<file path="src/rtl/diag_spi_master_if.sv">
// Command, response and SPI pin bundle for the diagnostics SPI master.
// master modport is the initiator core; slave modport is the local command logic plus SPI target.
interface diag_spi_master_if;
    logic        cmd_valid;
    logic        cmd_ready;
    logic [2:0]  cmd_op;
    logic [15:0] cmd_addr;
    logic [7:0]  cmd_wdata;
    logic        done;
    logic        err;
    logic [7:0]  rsp_data;
    logic        spi_clk;
    logic        spi_mosi;
    logic        spi_miso;
    logic        spi_cs;

    modport master (
        input  cmd_valid, cmd_op, cmd_addr, cmd_wdata, spi_miso,
        output cmd_ready, done, err, rsp_data, spi_clk, spi_mosi, spi_cs
    );

    modport slave (
        output cmd_valid, cmd_op, cmd_addr, cmd_wdata, spi_miso,
        input  cmd_ready, done, err, rsp_data, spi_clk, spi_mosi, spi_cs
    );
endinterface

</file>
<file path="src/rtl/diag_spi_master.sv">
// SPI mode-0 initiator for diagnostics commands; done lands 1+CLK_DIV*(2N+2) cycles after accept (1 for bad ops).
// cmd_ready only in IDLE, no queueing; a new command waits out the CS_GAP after each done.
module diag_spi_master #(
    parameter int CLK_DIV = 4,
    parameter int CS_GAP  = 8
) (
    input  logic              clk,
    input  logic              rst_n,
    diag_spi_master_if.master bus
);
    typedef enum logic [2:0] {
        S_IDLE, S_SETUP, S_XFER, S_HOLD, S_DONE, S_GAP
    } state_t;

    localparam int            CW       = 16;
    localparam logic [CW-1:0] DIV_LAST = CW'(CLK_DIV - 1);
    localparam logic [CW-1:0] GAP_LAST = CW'(CS_GAP - 1);
    localparam logic [CW-1:0] CNT_ONE  = CW'(1);

    state_t        state_q, state_d;
    logic [CW-1:0] cnt_q, cnt_d;
    logic [5:0]    bit_q, bit_d;
    logic [5:0]    nbits_q, nbits_d;
    logic [31:0]   tx_q, tx_d;
    logic [7:0]    rx_q, rx_d;
    logic          rd_q, rd_d;
    logic          cs_q, cs_d;
    logic          sclk_q, sclk_d;
    logic          mosi_q, mosi_d;
    logic          done_q, done_d;
    logic          err_q, err_d;
    logic [7:0]    rsp_q, rsp_d;

    logic [31:0]   frame;
    logic [5:0]    frame_bits;
    logic          op_ok;
    logic          div_end;
    logic [7:0]    rx_shift;

    assign div_end  = (cnt_q == DIV_LAST);
    assign rx_shift = {rx_q[6:0], bus.spi_miso};

    // Frames are left-aligned so the first wire bit is always frame[31].
    always_comb begin
        frame      = 32'h0;
        frame_bits = 6'd0;
        op_ok      = 1'b1;
        case (bus.cmd_op)
            3'd0: begin
                frame      = {8'h01, 24'h0};
                frame_bits = 6'd8;
            end
            3'd1: begin
                frame      = {8'h02, 24'h0};
                frame_bits = 6'd8;
            end
            3'd2: begin
                frame      = {8'h03, bus.cmd_addr, 8'h00};
                frame_bits = 6'd32;
            end
            3'd3: begin
                frame      = {8'h04, bus.cmd_addr, bus.cmd_wdata};
                frame_bits = 6'd32;
            end
            3'd4: begin
                frame      = {8'h05, bus.cmd_wdata, 16'h0};
                frame_bits = 6'd16;
            end
            default: op_ok = 1'b0;
        endcase
    end

    always_comb begin
        state_d = state_q;
        cnt_d   = cnt_q;
        bit_d   = bit_q;
        nbits_d = nbits_q;
        tx_d    = tx_q;
        rx_d    = rx_q;
        rd_d    = rd_q;
        cs_d    = cs_q;
        sclk_d  = sclk_q;
        mosi_d  = mosi_q;
        done_d  = 1'b0;
        err_d   = 1'b0;
        rsp_d   = rsp_q;

        case (state_q)
            S_IDLE: begin
                if (bus.cmd_valid) begin
                    cnt_d = '0;
                    bit_d = 6'd0;
                    if (op_ok) begin
                        state_d = S_SETUP;
                        cs_d    = 1'b0;
                        mosi_d  = frame[31];
                        tx_d    = frame;
                        nbits_d = frame_bits;
                        rd_d    = (bus.cmd_op == 3'd2);
                        rx_d    = 8'h00;
                    end else begin
                        state_d = S_DONE;
                        done_d  = 1'b1;
                        err_d   = 1'b1;
                    end
                end
            end
            S_SETUP: begin
                if (div_end) begin
                    cnt_d   = '0;
                    state_d = S_XFER;
                    sclk_d  = 1'b1;
                    rx_d    = rx_shift;
                end else begin
                    cnt_d = cnt_q + CNT_ONE;
                end
            end
            S_XFER: begin
                if (div_end) begin
                    cnt_d = '0;
                    if (sclk_q) begin
                        sclk_d = 1'b0;
                        bit_d  = bit_q + 6'd1;
                        tx_d   = {tx_q[30:0], 1'b0};
                        mosi_d = tx_q[30];
                    end else if (bit_q == nbits_q) begin
                        // Final low half-period has elapsed after the last falling edge.
                        state_d = S_HOLD;
                    end else begin
                        sclk_d = 1'b1;
                        rx_d   = rx_shift;
                    end
                end else begin
                    cnt_d = cnt_q + CNT_ONE;
                end
            end
            S_HOLD: begin
                if (div_end) begin
                    cnt_d   = '0;
                    state_d = S_DONE;
                    cs_d    = 1'b1;
                    mosi_d  = 1'b0;
                    done_d  = 1'b1;
                    if (rd_q) begin
                        rsp_d = rx_q;
                    end
                end else begin
                    cnt_d = cnt_q + CNT_ONE;
                end
            end
            S_DONE: begin
                state_d = S_GAP;
                cnt_d   = '0;
            end
            S_GAP: begin
                if (cnt_q == GAP_LAST) begin
                    state_d = S_IDLE;
                    cnt_d   = '0;
                end else begin
                    cnt_d = cnt_q + CNT_ONE;
                end
            end
            default: state_d = S_IDLE;
        endcase
    end

    always_ff @(posedge clk or negedge rst_n) begin
        if (!rst_n) begin
            state_q <= S_IDLE;
            cnt_q   <= '0;
            bit_q   <= 6'd0;
            nbits_q <= 6'd0;
            tx_q    <= 32'h0;
            rx_q    <= 8'h00;
            rd_q    <= 1'b0;
            cs_q    <= 1'b1;
            sclk_q  <= 1'b0;
            mosi_q  <= 1'b0;
            done_q  <= 1'b0;
            err_q   <= 1'b0;
            rsp_q   <= 8'h00;
        end else begin
            state_q <= state_d;
            cnt_q   <= cnt_d;
            bit_q   <= bit_d;
            nbits_q <= nbits_d;
            tx_q    <= tx_d;
            rx_q    <= rx_d;
            rd_q    <= rd_d;
            cs_q    <= cs_d;
            sclk_q  <= sclk_d;
            mosi_q  <= mosi_d;
            done_q  <= done_d;
            err_q   <= err_d;
            rsp_q   <= rsp_d;
        end
    end

    assign bus.cmd_ready = (state_q == S_IDLE);
    assign bus.done      = done_q;
    assign bus.err       = err_q;
    assign bus.rsp_data  = rsp_q;
    assign bus.spi_clk   = sclk_q;
    assign bus.spi_mosi  = mosi_q;
    assign bus.spi_cs    = cs_q;

    a_err_with_done : assert property (@(posedge clk) disable iff (!rst_n) err_q |-> done_q);
    a_clk_low_idle  : assert property (@(posedge clk) disable iff (!rst_n) cs_q |-> !sclk_q);
endmodule

</file>
<file path="src/flat_wrapper.sv">
// flat-port wrapper written by rule: the top's interface ports become plain ports
module diag_spi_master_flat 
#(
    parameter int CLK_DIV = 4,
    parameter int CS_GAP  = 8
)
  (clk, rst_n, bus_cmd_valid, bus_cmd_op, bus_cmd_addr, bus_cmd_wdata, bus_spi_miso, bus_cmd_ready, bus_done, bus_err, bus_rsp_data, bus_spi_clk, bus_spi_mosi, bus_spi_cs);
  diag_spi_master_if bus_i ();
  input  logic clk;
  input  logic rst_n;
  input wire logic [$bits(bus_i.cmd_valid)-1:0] bus_cmd_valid;
  input wire logic [$bits(bus_i.cmd_op)-1:0] bus_cmd_op;
  input wire logic [$bits(bus_i.cmd_addr)-1:0] bus_cmd_addr;
  input wire logic [$bits(bus_i.cmd_wdata)-1:0] bus_cmd_wdata;
  input wire logic [$bits(bus_i.spi_miso)-1:0] bus_spi_miso;
  output wire logic [$bits(bus_i.cmd_ready)-1:0] bus_cmd_ready;
  output wire logic [$bits(bus_i.done)-1:0] bus_done;
  output wire logic [$bits(bus_i.err)-1:0] bus_err;
  output wire logic [$bits(bus_i.rsp_data)-1:0] bus_rsp_data;
  output wire logic [$bits(bus_i.spi_clk)-1:0] bus_spi_clk;
  output wire logic [$bits(bus_i.spi_mosi)-1:0] bus_spi_mosi;
  output wire logic [$bits(bus_i.spi_cs)-1:0] bus_spi_cs;
  assign bus_i.cmd_valid = bus_cmd_valid;
  assign bus_i.cmd_op = bus_cmd_op;
  assign bus_i.cmd_addr = bus_cmd_addr;
  assign bus_i.cmd_wdata = bus_cmd_wdata;
  assign bus_i.spi_miso = bus_spi_miso;
  assign bus_cmd_ready = bus_i.cmd_ready;
  assign bus_done = bus_i.done;
  assign bus_err = bus_i.err;
  assign bus_rsp_data = bus_i.rsp_data;
  assign bus_spi_clk = bus_i.spi_clk;
  assign bus_spi_mosi = bus_i.spi_mosi;
  assign bus_spi_cs = bus_i.spi_cs;
  diag_spi_master #(.CLK_DIV(CLK_DIV), .CS_GAP(CS_GAP)) u_core (.clk(clk), .rst_n(rst_n), .bus(bus_i));
endmodule
</file>
<file path="config.mk">
export PLATFORM = sky130hd
export DESIGN_NAME = diag_spi_master_flat
export DESIGN_NICKNAME = d
export VERILOG_FILES = /design/src/rtl/diag_spi_master_if.sv /design/src/rtl/diag_spi_master.sv /design/src/flat_wrapper.sv
export SDC_FILE = /design/constraint.sdc
export NUM_CORES = 1
export LEC_CHECK = 0
export ABC_CLOCK_PERIOD_IN_PS = 6250
export BUFFER_PORTS_ARGS = -buffer_cell sky130_fd_sc_hd__clkbuf_2
export CORE_MARGIN = 4
export CORE_UTILIZATION = 58
export DETAILED_ROUTE_END_ITERATION = 12
export PLACE_DENSITY_LB_ADDON = 0.3
export SLEW_MARGIN = 20
export SYNTH_ARGS = -nofsm -noshare
export SYNTH_HDL_FRONTEND = slang
export SYNTH_SLANG_ARGS = --single-unit
export TNS_END_PERCENT = 30
</file>
<file path="constraint.sdc">
create_clock -name clk -period 6.25 [get_ports clk]
set_input_delay 0.3125 -clock clk [delete_from_list [all_inputs] [get_ports clk]]
set_output_delay 0.3125 -clock clk [all_outputs]
set_load 0.1 [all_outputs]
</file>
==> results.sh, run 1 <==
export IMPL_run_status="finished with violations"
export IMPL_violations="negative hold slack"
export IMPL_holdWs_ns=-0.00472
export IMPL_fin_nets=511
export IMPL_grt_max_degree=82
export IMPL_final_setup_viol_count=0
export IMPL_slew_headroom=0.382
export IMPL_stdcell_area_sq_um=4550
export IMPL_drt_wl_total_um=8670
export IMPL_peakVddDrop_v=0.000161
export IMPL_placement_io_buffers=44
export IMPL_diodes=0
export IMPL_seq_power_share=0.451
export IMPL_synthCells=450
export IMPL_hold_violations=2
export IMPL_grt_use_met1=0.312
export IMPL_postCtsHoldBufs=0
export IMPL_rrSetupSlack_ns=3.55
export IMPL_grt_use_total=0.219
export IMPL_pre_cts_slack_ns=3.61
export IMPL_p_sw_frac=0.365
export IMPL_rsz0062_at_grt="false"
export IMPL_drt_iter0_markers=237
export IMPL_crit_type="flop to flop"
export IMPL_h_tree_depth=3
export IMPL_synth_area_leader_cell="dfrtp_1"
export IMPL_yosys_warnings=0
export IMPL_root_buffer="clkbuf_8"
export IMPL_synthArstFlopShare=1.00
export IMPL_dr_pass1_iters=4
export IMPL_drive_gt1_frac=0.165
export IMPL_core_area_sq_um=6870
export IMPL_gp_congestion=0.848
export IMPL_fin_crit_ns=2.70
export IMPL_avgSynthCellArea_sq_um=9.19
export IMPL_antenna_found_initial=0
export IMPL_clk_latency_ns=0.35
export IMPL_grtUsageMet3=0.0479
export IMPL_intPower_w=0.00107
export IMPL_route_vias_total=3390
export IMPL_die_height_um=92.5
export IMPL_nFillCells=596
export IMPL_clock_path_buffers=2
export IMPL_synth_seq_area_share=0.490
export IMPL_dieArea_sq_um=8550
export IMPL_final_cells=576
export IMPL_synth_nets=484
export IMPL_max_freq_mhz=370
export IMPL_synth_area_leaders="dfrtp_1, nand2_1, a21oi_1"
export IMPL_final_period_utilization=0.432
export IMPL_grt_pass1_vias=3189
export IMPL_syn_area_sq_um=4140
export IMPL_initial_core_util=0.602
export IMPL_busiest_layer="met2"
export IMPL_worst_slack_ns=3.55
export IMPL_cp_end_kind="flop"
export IMPL_mostFrequentLayoutCell="dfrtp_1"
export IMPL_clock_skew_ns=0.00918
export IMPL_p_leak_nw=2.06
export IMPL_clkTransAtPathRegs_ns=0.08
export IMPL_r2r_cells=5
export IMPL_rows=30
export IMPL_cts_sinks=81
export IMPL_crit_required_ns=6.46
export IMPL_synth_edf_count=0
export IMPL_p_comb_frac=0.299
export IMPL_netlist_area_leader_share=0.484
export IMPL_reg2reg_from="u_core.state_q[1]"
export IMPL_grt_met2_usage=0.332
export IMPL_dp_cells=562
export IMPL_powerDensity_nw_per_um2=370
export IMPL_cts_buffers=9
export IMPL_net_switching_power_w=0.000616
export IMPL_ys_ff_latch=81
export IMPL_wl_per_cell_um=15.1
export IMPL_post_cts_setup_buffers=0
export IMPL_cts_resized=0
export IMPL_final_cell_mix="dfrtp_1, nand2_1, clkbuf_2"
export IMPL_grt_pass1_wl_um=15200
export IMPL_ant_nets=0
export IMPL_ys_flop_type="dfrtp_1"
export IMPL_place_area_sq_um=4330
export IMPL_drv_slew=0
export IMPL_crit_fanout=30
export IMPL_r2r_end="u_core.tx_q[4]"
export IMPL_startpoint_type="flop"
export IMPL_post_synth_num_cell_types=54
export IMPL_drc=0
export IMPL_tightest_slew_ns=0.912
export IMPL_cap_violations=0
export IMPL_cts_tree="done"
export IMPL_hpwl_um=5740
export IMPL_io_pins=45
export IMPL_hold_class="input port to async pin"
export IMPL_die_w_um=92.5
export IMPL_fin_setup_tns_ns=0
export IMPL_power_frac_clock=0.250
export IMPL_grt_ovfl_total=0
export IMPL_worstPathArrival_ns=2.91
export IMPL_area_growth_pct=10.0
export IMPL_viasPerCell=5.89
## worst max path at each step
stage                            from              to  slack, ns  depth (start not counted)
floorplan           u_core.state_q[2]   bus_cmd_ready       3.18                          3
CTS                 u_core.state_q[1]  u_core.tx_q[4]       3.60                          5
finish              u_core.state_q[1]  u_core.tx_q[4]       3.55                          5
global placement    u_core.state_q[1]  u_core.tx_q[7]       3.71                          5
detailed placement  u_core.state_q[1]  u_core.tx_q[2]       3.61                          5
global route        u_core.state_q[1]  u_core.tx_q[2]       3.22                          5
## cell usage after synthesis (3+ instances only)
| master | instances |
|---|---|
| nor2b_1 | 5 |
| inv_1 | 15 |
| nor3_1 | 8 |
| dfrtp_1 | 80 |
| xor2_1 | 3 |
| or3_1 | 5 |
| clkbuf_1 | 19 |
| and3_1 | 6 |
| a22o_1 | 11 |
| buf_2 | 5 |
| nand4_1 | 3 |
| xnor2_1 | 4 |
| a31oi_1 | 14 |
| o211ai_1 | 9 |
| ha_1 | 3 |
| o21ai_1 | 6 |
| a21oi_1 | 32 |
| nor2_1 | 42 |
| nand2b_1 | 4 |
| o31ai_1 | 5 |
| a22oi_1 | 7 |
| mux2_2 | 10 |
| o21ai_0 | 25 |
| nand2_1 | 59 |
| nor4_1 | 4 |
| nand3_1 | 26 |
| buf_6 | 6 |
## stage by stage
step | total power [W] | hold slack [ns] | util
after CTS | 0.00169 | 0.172 | 0.662
after floorplan | 0.00117 | 0.0169 | -
after global routing | 0.00180 | 0.0440 | 0.663
after detailed placement | 0.00127 | 0.455 | 0.631
final | 0.00169 | -0.00472 | 0.663
after global placement | 0.00125 | 0.455 | 0.631
## flip-flops by register name, summed over array words and instances (netlist names)
| signal | cells |
|---|---|
| u_core.bus.spi_mosi | 1 |
| u_core.rx_q | 8 |
| u_core.bit_q | 6 |
| u_core.bus.spi_clk | 1 |
| u_core.bus.rsp_data | 8 |
| u_core.tx_q | 31 |
| u_core.bus.spi_cs | 1 |
| u_core.nbits_q | 3 |
| u_core.cnt_q | 16 |
| u_core.rd_q | 1 |
| u_core.state_q | 3 |
| u_core.bus.err | 1 |
| u_core.bus.done | 1 |
## cell type report
cell class / instances / area [sq um] / share of cell area
Inverter: 15 / 56.3 / 0.0124
Tap cell: 96 / 120 / 0.0264
Timing Repair Buffer: 46 / 241 / 0.0531
Sequential cell: 81 / 2030 / 0.446
Clock buffer: 11 / 151 / 0.0333
Multi-Input combinational cell: 324 / 1890 / 0.415
Clock inverter: 3 / 65.1 / 0.0143
## routing by layer
metal	up-vias	wire length, um
met4	0	135
met2	91	4000
met3	13	408
met1	1625	4130
met5	-	0
li1	1661	-
## critical path, cell delays in order (launching register included)
cell and delay [ns]:
dfrtp_1 0.60, nor2b_1 0.46, nand2_1 0.67, and3_1 0.56, a22oi_1 0.18, a21oi_1 0.09
## cell families (layout without fill, tap and decap cells)
kind of cell	count (synthesis)	in the layout	synth area share
and+or+nand+nor	173	173	0.198
AOI/OAI and AO/OA	130	130	0.205
buffers and inverters	45	75	0.0532
xor gates and xnor gates	7	7	0.0148
muxes	11	11	0.0296
DFF	81	81	0.490
adders and majority gates	3	3	0.00907
## power groups by stage
stage | sequential (W) | clock (W) | combinational, W
after floorplan | 0.000770 | 0 | 0.000399
after global placement | 0.000760 | 0 | 0.000487
after detailed placement | 0.000767 | 0 | 0.000501
after CTS | 0.000757 | 0.000430 | 0.000505
after global routing | 0.000778 | 0.000453 | 0.000567
final | 0.000760 | 0.000422 | 0.000504
Note: power is estimated with default switching activity, not from simulation.
==> inputs of run 2 (changes only) <==
ABC_AREA = 1   (was not set)
ABC_CLOCK_PERIOD_IN_PS = 2400   (was 6250)
CORE_UTILIZATION = 54   (was 58)
clock period = 2.4 ns   (was 6.25 ns; I/O delays follow)
==> run 2 against run 1 <==
The run now ends clean. Routed wire length grew 18%. Area after synthesis grew 8.3%. Flip-flop and latch count is the same. Clock power grew 150%. Setup slack lost 3.2 ns. Hold slack gained 0.072 ns. Sequential share of layout area shrank 4.3 points. Via count grew 25%. Critical path depth grew 1.
==> results.sh, run 2 <==
export IMPL_grt_ovfl_total=0
export IMPL_grt_pass1_vias=4084
export IMPL_h_tree_depth=3
export IMPL_mostFrequentLayoutCell="nand2_1"
export IMPL_clk_latency_ns=0.36
export IMPL_diodes=0
export IMPL_largest_reg_flops=31
export IMPL_post_synth_num_cell_types=27
export IMPL_clkTransAtPathRegs_ns=0.09
export IMPL_powerDensity_nw_per_um2=1080
export IMPL_ys_flop_type="dfrtp_1"
export IMPL_final_util=0.638
export IMPL_grt_use_total=0.217
export IMPL_final_period_utilization=0.846
export IMPL_clock_skew_ns=0.00824
export IMPL_startpoint_type="flop"
export IMPL_cts_buffers=9
export IMPL_endpoint="u_core.bit_q[4]"
export IMPL_synth_seq_area_share=0.453
export IMPL_core_area_sq_um=7890
export IMPL_regMostFlops="u_core.tx_q"
export IMPL_fin_crit_ns=2.03
export IMPL_root_buffer="clkbuf_8"
export IMPL_slew_headroom=0.513
export IMPL_worstPathArrival_ns=2.30
export IMPL_wl_per_cell_um=13.1
export IMPL_fin_setup_tns_ns=0
export IMPL_hold_class="input port to flop"
export IMPL_reg_top3="u_core.tx_q: 31 flops, u_core.cnt_q: 16 flops"
export IMPL_final_setup_viol_count=0
export IMPL_ant_nets=0
export IMPL_ys_ff_latch=81
export IMPL_gp_congestion=0.914
export IMPL_synth_nets=668
export IMPL_drc=0
export IMPL_synth_area_leader_cell="dfrtp_1"
export IMPL_io_pins=45
export IMPL_initial_core_util=0.568
export IMPL_hpwl_um=6960
export IMPL_die_height_um=99.1
export IMPL_p_leak_nw=2.64
export IMPL_nFillCells=697
export IMPL_yosys_warnings=0
export IMPL_dp_cells=765
export IMPL_hold_violations=0
export IMPL_synthArstFlopShare=1.00
export IMPL_cap_violations=0
export IMPL_peakVddDrop_v=0.000704
export IMPL_grt_max_degree=49
export IMPL_reg2reg_from="u_core.state_q[2]"
export IMPL_dr_pass1_iters=5
export IMPL_cts_tree="done"
export IMPL_clock_path_buffers=2
export IMPL_run_status="finished clean"
export IMPL_syn_area_sq_um=4480
export IMPL_drive_gt1_frac=0.125
export IMPL_crit_required_ns=2.67
export IMPL_cp_startpoint="u_core.state_q[2]"
export IMPL_tightest_slew_ns=0.730
export IMPL_rrSetupSlack_ns=0.37
export IMPL_rsz0062_at_grt="false"
export IMPL_cts_sinks=81
export IMPL_drv_slew=0
export IMPL_netlist_area_leader_share=0.447
export IMPL_r2r_end="u_core.bit_q[4]"
export IMPL_synth_area_leaders="dfrtp_1, nand2_1, nor2_1"
export IMPL_synth_edf_count=0
export IMPL_synthCells=634
export IMPL_fin_nets=710
export IMPL_area_growth_pct=12.3
export IMPL_yosysMostFrequentCell="nand2_1"
export IMPL_dieArea_sq_um=9820
export IMPL_cp_end_kind="flop"
export IMPL_placement_io_buffers=44
export IMPL_grt_pass1_wl_um=17900
export IMPL_drt_wl_total_um=10200
export IMPL_final_cell_mix="nand2_1, dfrtp_1, nor2_1"
export IMPL_route_vias_total=4228
export IMPL_final_cells=783
export IMPL_viasPerCell=5.40
export IMPL_rows=32
export IMPL_max_freq_mhz=492
export IMPL_antenna_found_initial=0
export IMPL_crit_type="flop to flop"
export IMPL_avgSynthCellArea_sq_um=7.07
export IMPL_r2r_cells=6
export IMPL_synthTopCellsByCount="nand2_1, dfrtp_1, nor2_1"
export IMPL_drt_iter0_markers=305
export IMPL_die_w_um=99.1
export IMPL_crit_fanout=23
[run 2: cell count changes in the layout (fill, tap and decap cells not counted), sizes merged, moves of 11 or more]
cell | before | now
a31oi | 14 | 0
a21oi | 32 | 10
nand3 | 26 | 37
inv | 15 | 49
nor2 | 42 | 68
nand4 | 3 | 33
nand2 | 59 | 262
a22o | 11 | 0
[run 2: timing repair]
action / in CTS / in global routing
endpoints found under the setup margin: 0 / 7
buffers inserted: 0 / 0
endpoints found under the hold margin: 33 / 0
hold buffers: 2 / 0
resized for setup: 0 / 1
[run 2: logic make-up after synthesis]
logic type,after synthesis,share of synthesized area
and+or+nand+nor,411,0.384
AOI/OAI and AO/OA,55,0.0656
buffers and inverters,72,0.0656
xor gates and xnor gates,12,0.0235
adders and majority gates,3,0.00838
DFF,81,0.453
[run 2: worst min path at each step]
| stage | cells after the start | startpoint | to |
|---|---|---|---|
| 4_1_cts | 5 | bus_spi_miso | u_core.rx_q[0] |
| 2_1_floorplan | 0 | rst_n | u_core.bit_q[0] |
| 5_1_grt | 5 | bus_spi_miso | u_core.rx_q[0] |
| 6_report | 5 | bus_spi_miso | u_core.rx_q[0] |
| 3_3_place_gp | 1 | rst_n | u_core.cnt_q[11] |
| 3_5_place_dp | 1 | rst_n | u_core.cnt_q[11] |
[run 2: cell type report]
cell class	instances	area [sq um]	share of cell area
flip-flops and latches	81	2030	0.403
well taps	102	128	0.0254
inverters	46	173	0.0343
clock buffers	9	124	0.0246
multi-input cells	481	2160	0.430
repair buffers	57	338	0.0671
clock inverters	7	77.6	0.0154
[run 2: metrics by stage]
| stage | instance area, sq um | power [W] | setup WS [ns] | hold slack [ns] |
|---|---|---|---|---|
| 2_1_floorplan | 4480 | 0.00376 | 0.357 | -0.176 |
| 3_3_place_gp | 4800 | 0.00429 | 0.362 | 0.0981 |
| 3_5_place_dp | 4800 | 0.00437 | 0.228 | 0.107 |
| 4_1_cts | 5020 | 0.00541 | 0.218 | 0.0650 |
| 5_1_grt | 5030 | 0.00586 | 0.147 | 0.0871 |
| 6_report | 5030 | 0.00542 | 0.369 | 0.0675 |
[run 2: critical path, stage by stage (launching register included)]
cell	delay (ns)
dfrtp_1	0.41
inv_2	0.09
nand2_1	0.08
nor2_2	0.34
inv_1	0.45
or2_2	0.43
o21ai_1	0.15
[run 2: per-layer routing]
metal	track usage	vias to the layer above	routed length, um
met1	0.279	1962	4580
li1	-	2108	-
met3	0.0382	14	574
met4	0.0662	0	133
met5	0	-	0
met2	0.373	144	4950
[run 2: where the power goes]
part / total [W] / leakage, nW / internal (W) / switching (W)
sequential: 0.00190 / 1.10 / 0.00170 / 0.000203
combinational: 0.00248 / 1.45 / 0.000631 / 0.00185
clock: 0.00104 / 0.101 / 0.000492 / 0.000551
total: 0.00542 / 2.64 / 0.00282 / 0.00260
